**src/rtl/common_types_pkg.sv**
```systemverilog
// Shared types and constants for the iterative multiplier.
package common_types_pkg;

    typedef logic [31:0] word_t;
    typedef logic [63:0] dword_t;

    typedef enum logic [1:0] {
        IDLE = 2'd0,
        CALC = 2'd1,
        SIGN = 2'd2,
        DONE = 2'd3
    } mult_state_t;

    localparam int MULT_ITERS = 32;

    // Two's-complement magnitude; 0x80000000 signed maps onto itself read as unsigned.
    function automatic word_t magnitude(input word_t x, input logic is_signed);
        return (is_signed && x[31]) ? (~x + 32'd1) : x;
    endfunction

endpackage

```
**src/rtl/mult_unit.sv**
```systemverilog
// Radix-2 shift-add 32x32 multiplier (mul/mulh/mulhsu/mulhu) with sign fix-up.
// Define MULT_EARLY_EXIT_EN to leave CALC as soon as the remaining multiplier is zero.
module mult_unit
    import common_types_pkg::*;
(
    input  logic  clk,
    input  logic  rst,
    input  logic  start,
    input  logic  flush,
    input  word_t a,
    input  word_t b,
    input  logic  half,
    input  logic  signed_a,
    input  logic  signed_b,
    output logic  busy,
    output logic  done,
    output word_t result
);

    mult_state_t state_q;
    dword_t      acc_q, mcand_q;
    word_t       mplier_q;
    logic [5:0]  cnt_q;
    logic        neg_q, half_q, busy_q, done_q;
    word_t       result_q;

    dword_t      acc_d, mcand_d, acc_signed;
    word_t       mplier_d, result_d;
    logic        calc_last;

    always_comb begin
        acc_d      = mplier_q[0] ? (acc_q + mcand_q) : acc_q;
        mcand_d    = mcand_q << 1;
        mplier_d   = mplier_q >> 1;
        calc_last  = (cnt_q == 6'(MULT_ITERS - 1));
`ifdef MULT_EARLY_EXIT_EN
        calc_last  = calc_last || (mplier_d == '0);
`endif
        acc_signed = neg_q ? (~acc_q + 64'd1) : acc_q;
        result_d   = half_q ? acc_signed[63:32] : acc_signed[31:0];
    end

    always_ff @(posedge clk or posedge rst) begin
        if (rst) begin
            state_q  <= IDLE;
            acc_q    <= '0;
            mcand_q  <= '0;
            mplier_q <= '0;
            cnt_q    <= '0;
            neg_q    <= 1'b0;
            half_q   <= 1'b0;
            busy_q   <= 1'b0;
            done_q   <= 1'b0;
            result_q <= '0;
        end else begin
            done_q <= 1'b0;
            if (flush) begin
                // Abandon without touching result; a flushed op never pulses done.
                state_q <= IDLE;
                busy_q  <= 1'b0;
            end else begin
                case (state_q)
                    IDLE: begin
                        if (start) begin
                            mcand_q  <= {32'd0, magnitude(a, signed_a)};
                            mplier_q <= magnitude(b, signed_b);
                            acc_q    <= '0;
                            cnt_q    <= '0;
                            half_q   <= half;
                            neg_q    <= (signed_a & a[31]) ^ (signed_b & b[31]);
                            busy_q   <= 1'b1;
                            state_q  <= CALC;
                        end
                    end
                    CALC: begin
                        acc_q    <= acc_d;
                        mcand_q  <= mcand_d;
                        mplier_q <= mplier_d;
                        cnt_q    <= cnt_q + 6'd1;
                        if (calc_last) state_q <= SIGN;
                    end
                    SIGN: begin
                        result_q <= result_d;
                        busy_q   <= 1'b0;
                        done_q   <= 1'b1;
                        state_q  <= DONE;
                    end
                    DONE: begin
                        state_q <= IDLE;
                    end
                    default: begin
                        state_q <= IDLE;
                    end
                endcase
            end
        end
    end

    assign busy   = busy_q;
    assign done   = done_q;
    assign result = result_q;

endmodule

```
**config.mk**
```make
export PLATFORM = sky130hd
export DESIGN_NAME = mult_unit
export DESIGN_NICKNAME = d
export VERILOG_FILES = /design/src/rtl/common_types_pkg.sv /design/src/rtl/mult_unit.sv
export SDC_FILE = /design/constraint.sdc
export NUM_CORES = 1
export LEC_CHECK = 0
export BUFFER_PORTS_ARGS = -buffer_cell sky130_fd_sc_hd__buf_2
export CAP_MARGIN = 20
export CORE_ASPECT_RATIO = 0.75
export CORE_MARGIN = 2
export CORE_UTILIZATION = 56
export CTS_CLUSTER_DIAMETER = 120
export DETAILED_ROUTE_END_ITERATION = 8
export GPL_ROUTABILITY_DRIVEN = 0
export HOLD_SLACK_MARGIN = 0.12
export PLACE_DENSITY = 0.82
export SLEW_MARGIN = 10
export SYNTH_ARGS = -nofsm -noshare
export SYNTH_HDL_FRONTEND = slang
export SYNTH_SLANG_ARGS = --single-unit
```
**constraint.sdc**
```tcl
create_clock -name clk -period 5.15 [get_ports clk]
set_clock_uncertainty 0.1 [all_clocks]
set_input_delay 0 -clock clk [delete_from_list [all_inputs] [get_ports clk]]
set_output_delay 0 -clock clk [all_outputs]
set_load 0.01 [all_outputs]
```
* Word level (Yosys, flattened, before mapping)
Cells that the tools add are included.
** Storage, ports and cells
- Flip-flop bits (word level) :: 204
- Input bits :: 71
- Output and inout bits :: 34
- Logic and storage cells :: 63
** Operators by class
- $add $sub $neg :: 5
- Equality and inequality tests :: 8
- Mux-type cells :: 22
- Bitwise logic cells :: 7
- Reduce and logical (&&, ||, !) cells :: 11
** Operator list (count)
- 64-bit two-way mux :: 4
- 64-bit case mux with 2 select lines :: 2
- 32-bit two-way mux :: 4
- 32-bit by 1-bit adder with 32-bit output (second input constant) :: 2
- 64-bit by 1-bit adder with 64-bit output (second input constant) :: 1
- 64-bit adder :: 1
- 32-bit NOT :: 2
- 64-bit NOT :: 1
- 32-bit case mux with 2 select lines :: 1
- 6-bit case mux with 2 select lines :: 1
- 2-bit case mux with 4 select lines :: 1
- 6-bit by 1-bit adder with 6-bit output (second input constant) :: 1
- 6-bit by 5-bit equality test with 1-bit output (second input constant) :: 1
- 2-bit two-way mux :: 3
- 6-bit two-way mux :: 1
- 3-bit inequality test (second input constant) :: 2
- 2-bit AND reduction :: 3
- 3-bit AND reduction :: 2
- 2-bit equality test (second input constant) :: 2
- 1-bit two-way mux :: 4
- 2-bit inequality test (second input constant) :: 2
- 4-bit AND reduction :: 1
- 3-bit nonzero test :: 1
- 1-bit bitwise AND :: 2
- other kinds (7) :: 8

* Longest topological paths before layout
Gate-level depths: netlist (run 1).
- Depth after elaboration :: 5
- Depth in mapped cells :: 16

* Worst setup path before layout (run 1)
No wires, ideal clock.
- Path type :: reg2reg
- From :: register acc_q[10]
- To :: register result_q[28] (netlist: result[28])
- Library setup time :: 0.129 ns
- Arrival :: 3.515 ns
- Data required time :: 4.921 ns
- Slack :: 1.406 ns
- Cell stages (with the launch flop) :: 13
- Path buffers :: 0
- Clock period less this slack :: 3.744 ns
- Path through :: dfrtp_1 -> or4_4 -> or3_1 -> or3_1 -> or3_4 -> or2_4 -> or4b_4 -> nand2b_4 -> o31ai_2 -> xor2_1 -> nand2_1 -> o21ai_1 -> o21ai_1
** Between the ends
- Word-level cells in the longest chain between the ends :: 4
** Ends and longest elaborated chain
- start: declaration :: line mult_unit.sv:21 : dword_t acc_q, mcand_q;
- start signal: assignment :: line mult_unit.sv:46 : acc_q <= '0;
- start signal: assignment :: line mult_unit.sv:67 : acc_q <= '0;
- start signal: assignment :: line mult_unit.sv:76 : acc_q <= acc_d;
- 64-bit NOT :: line mult_unit.sv:39 : acc_signed = neg_q ? (~acc_q + 64'd1) : acc_q;
- 64-bit by 1-bit adder with 64-bit output :: line mult_unit.sv:39
- 64-bit two-way mux :: line mult_unit.sv:39
- 32-bit two-way mux :: line mult_unit.sv:40 : result_d = half_q ? acc_signed[63:32] : acc_signed[31:0];
- end signal: assignment :: line mult_unit.sv:83 : result_q <= result_d;
- end: declaration :: line mult_unit.sv:25 : word_t result_q;
Every way passes these cells.
A chain may end at the register's enable or synchronous reset.

* Worst setup path in the final report (run 1)
- From :: register acc_q[0]
- To :: register acc_q[60]
** Between the ends
- Word-level cells in the longest chain between the ends :: 3
** Ends and longest elaborated chain
- 64-bit adder :: line mult_unit.sv:32 : acc_d = mplier_q[0] ? (acc_q + mcand_q) : acc_q;
- 64-bit two-way mux :: line mult_unit.sv:32
- 64-bit case mux with 2 select lines :: line mult_unit.sv:62 : case (state_q)
Every way passes these cells. The select of a mux whose other input is x is not followed.

==> out/metrics.csv, run 1 <==
stage;metric;value;unit
power_and_ir_drop;ir_worst_vdd;0.5534;mV
critical_path;r2r-start;acc_q[0];
grt;grt_pass1_vias;13680;
timing;slew_violations;0;
clocking;cts.sinks;204;
floorplanning;rows;50;
clocking;clk_pin_slew;0.07;ns
grt;grt_usage;0.3135;
detailed_routing;drt-pass1-iter-count;7;
timing;rsz0062_at_grt;no;
clocking;h-tree-depth;1;
yosys;yosysSeqAreaShare;0.3578;
layout;area_delta_synth_final;17.66;%
critical_path;r2r-end;acc_q[60];
detailed_routing;ant_nets;0;
timing;holdWs;0.2214;ns
clocking;cts_inserted_buffers;22;
layout;final_nets;2077;
timing;hold_viol_final;0;
critical_path;end_kind;flop;
clocking;worstSkewPairLatency;0.52;ns
floorplanning;die_w;188.3;µm
timing;worst_pin_slew;1.114;ns
detailed_routing;drt_wl_total;42340;µm
yosys;netlist_instances;1794;
grt;grt-ovfl-total;0;
place;port_buffers;104;
timing;setup_viol;0;
critical_path;crit_slowest_cell;o31ai_1;
detailed_routing;drt-initial-drc-count;1725;
grt;grt_first_pass_wirelength;68620;µm
yosys;syn-num-nets;1936;
detailed_routing;num_vias;14385;
detailed_routing;post_drt_wl_per_cell;18.49;µm
yosys;netlist_top_cells_area;dfrtp_1 36%, o21ai_0 8.7%, nand2_1 8.0%;
critical_path;slowest_delay;0.51;ns
timing;period_minus_slack;4.732;ns
floorplanning;dieArea;26780;µm²
clocking;cts_root_buf;clkbuf_16;
yosys;synthArstFlopShare;1.000;
critical_path;path_buf_inv;1;
critical_path;reg2reg_depth;16;
clocking;cts_buffer_depth;3;
floorplanning;core_area;25020;µm²
critical_path;critPathKind;reg2reg;
min_path;hold_depth;3;
critical_path;crit_family;compound AO/OA/AOI/OAI gates;
floorplanning;start_util;0.5701;
yosys;synth_commonest_cells;305 x nand2_1, 247 x o21ai_0, 204 x dfrtp_1;
yosys;syn_area_per_cell;7.952;µm²
min_path;holdPathEnd;state_q[0];
yosys;synth_edf_count;0;
power_and_ir_drop;p_leak;7.581;nW
run;drv_cap;0;
clocking;ctsResizeCount;0;
place;dp_hpwl;27820;µm
critical_path;critPathLaunchType;flop;
detailed_routing;drcViolationCount;0;
yosys;synth-seq-cells;204;
critical_path;regToRegSetupSlack;0.42;ns
yosys;synth.most_common_cell;nand2_1;
min_path;min_from;flush;
min_path;hold_class;in2reg;
yosys;synth_top_area_share;0.3578;
place;dpl_cell_area;14980;µm²
grt;grt_antenna_before_repair;1;
critical_path;path_cells;ha_1 -> inv_1 -> fa_1 -> nor2b_1 -> o21a_1 -> o21ai_0 -> a31o_2 -> o21ai_0 -> a31oi_1 -> o31ai_1 -> a211o_1 -> a211oi_1 -> o221a_2 -> o41ai_1 -> xnor2_1 -> o21ai_0;
yosys;synth_top_area_cell;dfrtp_1;
critical_path;cp.arrival;5.00;ns
timing;finalSetupTns;0;ns
power_and_ir_drop;power.density;549.7;nW/µm²
grt;grt_start_max_net_pins;135;
detailed_routing;vias_per_cell;6.282;
layout;fin_area;16790;µm²
layout;drive_gt1_frac;0.09175;
timing;fin_crit_sh;0.9188;
timing;slew-limit-headroom;0.2571;
yosys;synth_area;14270;µm²
critical_path;worstPathRequired;5.42;ns
yosys;ys.flop_type;dfrtp_1;
timing;fmax;211.3;MHz
yosys;yosys_warnings;0;
run_status;status;finished, final reports clean;
floorplanning;io_pins;105;
critical_path;cp_max_fo;6;
yosys;ys_types;59;
critical_path;cp_common_cell;o21ai_0;
clocking;cts_tree;built;
floorplanning;die_h;142.2;µm
-- cell type report --
class,instances,area (µm²)
diodes,1,2.502
multi-input cells,1458,8707
clock inverters,12,191.4
repair buffers,213,1602
inverters,36,138.9
clock buffers,28,614.3
well taps,338,422.9
flip-flops and latches,204,5107
fillers,1955,8238
-- worst register-to-register path: stages (launching register included) --
cell      delay [ns]
dfrtp_1         0.46
ha_1            0.23
inv_1           0.06
fa_1            0.40
nor2b_1         0.13
o21a_1          0.13
o21ai_0         0.13
a31o_2          0.26
o21ai_0         0.45
a31oi_1         0.30
o31ai_1         0.51
a211o_1         0.25
a211oi_1        0.13
o221a_2         0.33
o41ai_1         0.43
xnor2_1         0.17
o21ai_0         0.10
-- layer usage --
layer	track usage	part of all wire	vias to the layer above
li1	-	-	6623
met1	0.4302	0.42	6729
met2	0.5026	0.44	845
met3	0.05424	0.10	188
met4	0.1135	0.039	0
met5	0	0	-
-- power by group --
group,switching [W],total [W],internal [W]
clock,0.000684,0.00178,0.00110
sequential,0.000561,0.00261,0.00205
combinational,0.00298,0.00483,0.00186
total,0.00422,0.00923,0.00500
-- what timing repair did --
item | CTS | global route
buffers inserted | 0 | 0
endpoints found under the hold margin | 308 | 0
hold buffers | 100 | 0
-- kinds of logic after synthesis --
| logic type | after synthesis | share of synthesized area |
|---|---|---|
| and+or+nand+nor | 610 | 0.1903 |
| AOI/OAI and AO/OA | 598 | 0.2440 |
| adders and majority gates | 71 | 0.06280 |
| muxes | 3 | 0.002193 |
| buffers and inverters | 132 | 0.03482 |
| xor gates and xnor gates | 176 | 0.1081 |
| DFF | 204 | 0.3578 |
-- cells in the final DEF, fill, tap and decap left out, drive strengths merged, types with 4 or more instances in the layout --
cell type    Yosys  routed
clkinv           0       6
nor3            21      21
nor3b            6       6
nand3           38      38
dfrtp          204     204
nand4           20      20
a211oi           4       4
xnor2           92      92
nand2          305     305
o41ai           16      16
inv             36      35
or3             24      24
clkbuf          84      28
ha              70      70
a211o            5       5
a21oi          190     190
o21a             6       6
dlygate4sd3      0     100
and2             4       4
a22o            21      21
xor2            84      84
o211ai           4       4
or4             12      12
a31oi            7       7
o21bai          18      18
nor2           130     130
bufinv           0       5
or2              6       6
a21o            24      24
nor4            13      13
o21ai          254     254
buf             12     113
nand2b           9       9
nor2b           14      14
o31ai           32      32
and3             4       4
-- worst max path at each step --
stage / startpoint / to / slack [ns] / depth (start not counted)
floorplan: acc_q[10] / result[28] / 1.41 / 12
global placement: acc_q[0] / acc_q[60] / 0.87 / 16
detailed placement: acc_q[0] / acc_q[60] / 0.66 / 16
CTS: acc_q[0] / acc_q[60] / 0.58 / 16
global route: acc_q[0] / acc_q[60] / 0.21 / 16
finish: acc_q[0] / acc_q[60] / 0.42 / 16
-- per-stage QoR --
| stage | total power [W] | util | setup WS [ns] | instances |
|---|---|---|---|---|
| global placement | 0.007001 | 0.5985 | 0.8676 | 2149 |
| CTS | 0.009067 | 0.6707 | 0.5761 | 2289 |
| global route | 0.009817 | 0.6708 | 0.2142 | 2290 |
| floorplan | 0.005970 | - | 1.406 | 1794 |
| finish | 0.009228 | 0.6708 | 0.4182 | 2290 |
| detailed placement | 0.007176 | 0.5985 | 0.6583 | 2149 |
-- state kept, by name, indices dropped and copies added (netlist names), 2 cells and up --
register	count
result	32
mcand_q	64
mplier_q	32
state_q	2
acc_q	64
cnt_q	6
(Power assumes the default switching activity.)
==> run 2, diff against run 1 <==
Settings changed: CORE_UTILIZATION 56 to 34, CTS_CLUSTER_SIZE set to 10, PLACE_DENSITY 0.82 to 0.56.
==> run 2 against run 1 <==
Sequential share of layout area fell by 0.36 points; sequential power barely moved; via count fell by 6.8%; die area rose by 63%; routed wire length rose by 0.26%; global-route usage fell by 12 points; clock-buffer cell count fell by 1; clock power fell by 14%; register-to-register slack improved by 0.17 ns; non-clock buffer count rose by 8; final cell count rose by 9.6%.
==> out/metrics.csv, run 2 (synthesized netlist as in run 1, its figures left out) <==
stage;metric;value;unit
run_status;status;finished, final reports clean;
timing;fmax;219.2;MHz
detailed_routing;drt-initial-drc-count;1031;
power_and_ir_drop;ir_worst_vdd;0.4352;mV
critical_path;crit_slowest_cell;dfrtp_1;
detailed_routing;drt_wl_total;42450;µm
floorplanning;io_pins;105;
grt;grt_pass1_vias;12214;
clocking;cts_tree;built;
timing;slew-limit-headroom;0.3503;
floorplanning;die_w;240.5;µm
timing;period_minus_slack;4.561;ns
detailed_routing;post_drt_wl_per_cell;16.92;µm
grt;grt-ovfl-total;0;
clocking;worstSkewPairLatency;0.54;ns
critical_path;cp_common_cell;o21ai_0;
min_path;min_from;signed_a;
critical_path;slowest_delay;0.46;ns
run;drv_cap;0;
timing;worst_pin_slew;0.9722;ns
timing;layout_setup_ws;0.5886;ns
grt;grt_start_max_net_pins;120;
layout;mostFrequentLayoutCells;305 x nand2_1, 247 x o21ai_0, 202 x dfrtp_1;
place;pre_cts_ws;0.6007;ns
critical_path;end_kind;flop;
critical_path;r2r-start;acc_q[0];
layout;layout_commonest_cell;nand2_1;
detailed_routing;num_vias;13401;
timing;rsz0062_at_grt;no;
layout;reg_top3;acc_q x64, mcand_q x64;
grt;grt_usage;0.1936;
power_and_ir_drop;p_leak;7.539;nW
timing;fin_crit_sh;0.8857;
min_path;hold_class;in2reg;
clocking;cts_inserted_buffers;24;
floorplanning;start_util;0.3473;
critical_path;worstPathRequired;5.45;ns
clocking;cts_buffer_depth;3;
detailed_routing;vias_per_cell;5.341;
floorplanning;core_area;41080;µm²
layout;final_nets;2087;
power_and_ir_drop;power.density;529.8;nW/µm²
grt;grt_first_pass_wirelength;68150;µm
critical_path;critPathLaunchType;flop;
layout;drive_gt1_frac;0.08783;
critical_path;path_cells;ha_1 -> inv_1 -> fa_1 -> nor2b_1 -> o21a_1 -> o21ai_0 -> a31o_2 -> o21ai_0 -> a31oi_1 -> o31ai_1 -> a211o_1 -> a211oi_1 -> o221a_2 -> o41ai_1 -> xnor2_1 -> o21ai_0;
detailed_routing;ant_nets;0;
floorplanning;rows;64;
timing;finalSetupTns;0;ns
timing;setup_viol;0;
clocking;clk_pin_slew;0.06;ns
critical_path;cp.arrival;4.87;ns
critical_path;critPathKind;reg2reg;
critical_path;cp_max_fo;6;
layout;area_delta_synth_final;19.07;%
timing;slew_violations;0;
grt;grt_antenna_before_repair;1;
detailed_routing;drcViolationCount;0;
detailed_routing;drt-pass1-iter-count;8;
clocking;h-tree-depth;1;
timing;holdWs;0.1641;ns
place;dp_hpwl;30970;µm
floorplanning;die_h;181.4;µm
power_and_ir_drop;finalPower;0.009000;W
critical_path;critical_path.startpoint;acc_q[0];
clocking;cts.sinks;204;
floorplanning;dieArea;43630;µm²
timing;hold_viol_final;0;
place;port_buffers;104;
layout;utilization;0.4135;
clocking;cts_root_buf;clkbuf_16;
==> run 2: cell count changes in the layout (fill, tap and decap cells not counted), sizes merged <==
| cell | delta |
|---|---|
| clkinv | -5 |
| bufinv | -5 |
| dlygate4sd3 | +5 |
| buf | +3 |
| clkinvlp | -1 |
| clkbuf | -1 |
==> run 2: what timing repair did <==
item | CTS | global route
endpoints found under the hold margin | 135 | 0
buffers inserted | 0 | 0
hold buffers | 105 | 0
gates resized for setup | 0 | 0
==> run 2: cell type report <==
cell class	count	area, µm²
fillers	4110	24090
multi-input cells	1458	8707
flip-flops and latches	204	5107
repair buffers	221	1687
well taps	561	701.9
clock buffers	27	633.1
inverters	36	138.9
clock inverters	1	8.758
diodes	1	2.502
==> run 2: power breakdown <==
part           total [W]  leakage, nW  internal [W]  switching (W)
combinational    0.00489         4.50       0.00188        0.00301
clock            0.00153        0.315      0.000855       0.000674
sequential       0.00258         2.72       0.00205       0.000528
==> run 2: layer usage <==
| layer | wire, µm | GRT usage |
|---|---|---|
| met4 | 687 | 0.03255 |
| met1 | 21600 | 0.3039 |
| met3 | 3136 | 0.03922 |
| met5 | 0 | 0 |
| met2 | 17030 | 0.2722 |
==> run 2: path summary, 6_finish.rpt <==
check,slack [ns],to,cells after the start
worst max-delay path,0.59,acc_q[60],16
worst min-delay path,0.16,neg_q,4
worst max register to register,0.59,acc_q[60],16
worst min register to register,0.37,result[9],2
max in group asynchronous,3.05,neg_q,5
min in group asynchronous,0.65,result[13],4
==> run 2: worst max-delay path, delay by kind of cell, from the launching register on <==
kind,cells,cell delay (ns)
AND/OR/NAND/NOR,1,0.12
XOR/XNOR,1,0.16
buffers and inverters,1,0.07
adder cells (fa/ha/maj),2,0.64
flip-flops,1,0.46
AO/OA/AOI/OAI,11,2.90
==> run 2: stage by stage <==
stage	cell area (µm²)	cells
floorplan	14270	1794
global placement	15270	2374
detailed placement	15270	2374
CTS	16960	2507
global route	16980	2508
finish	16990	2509
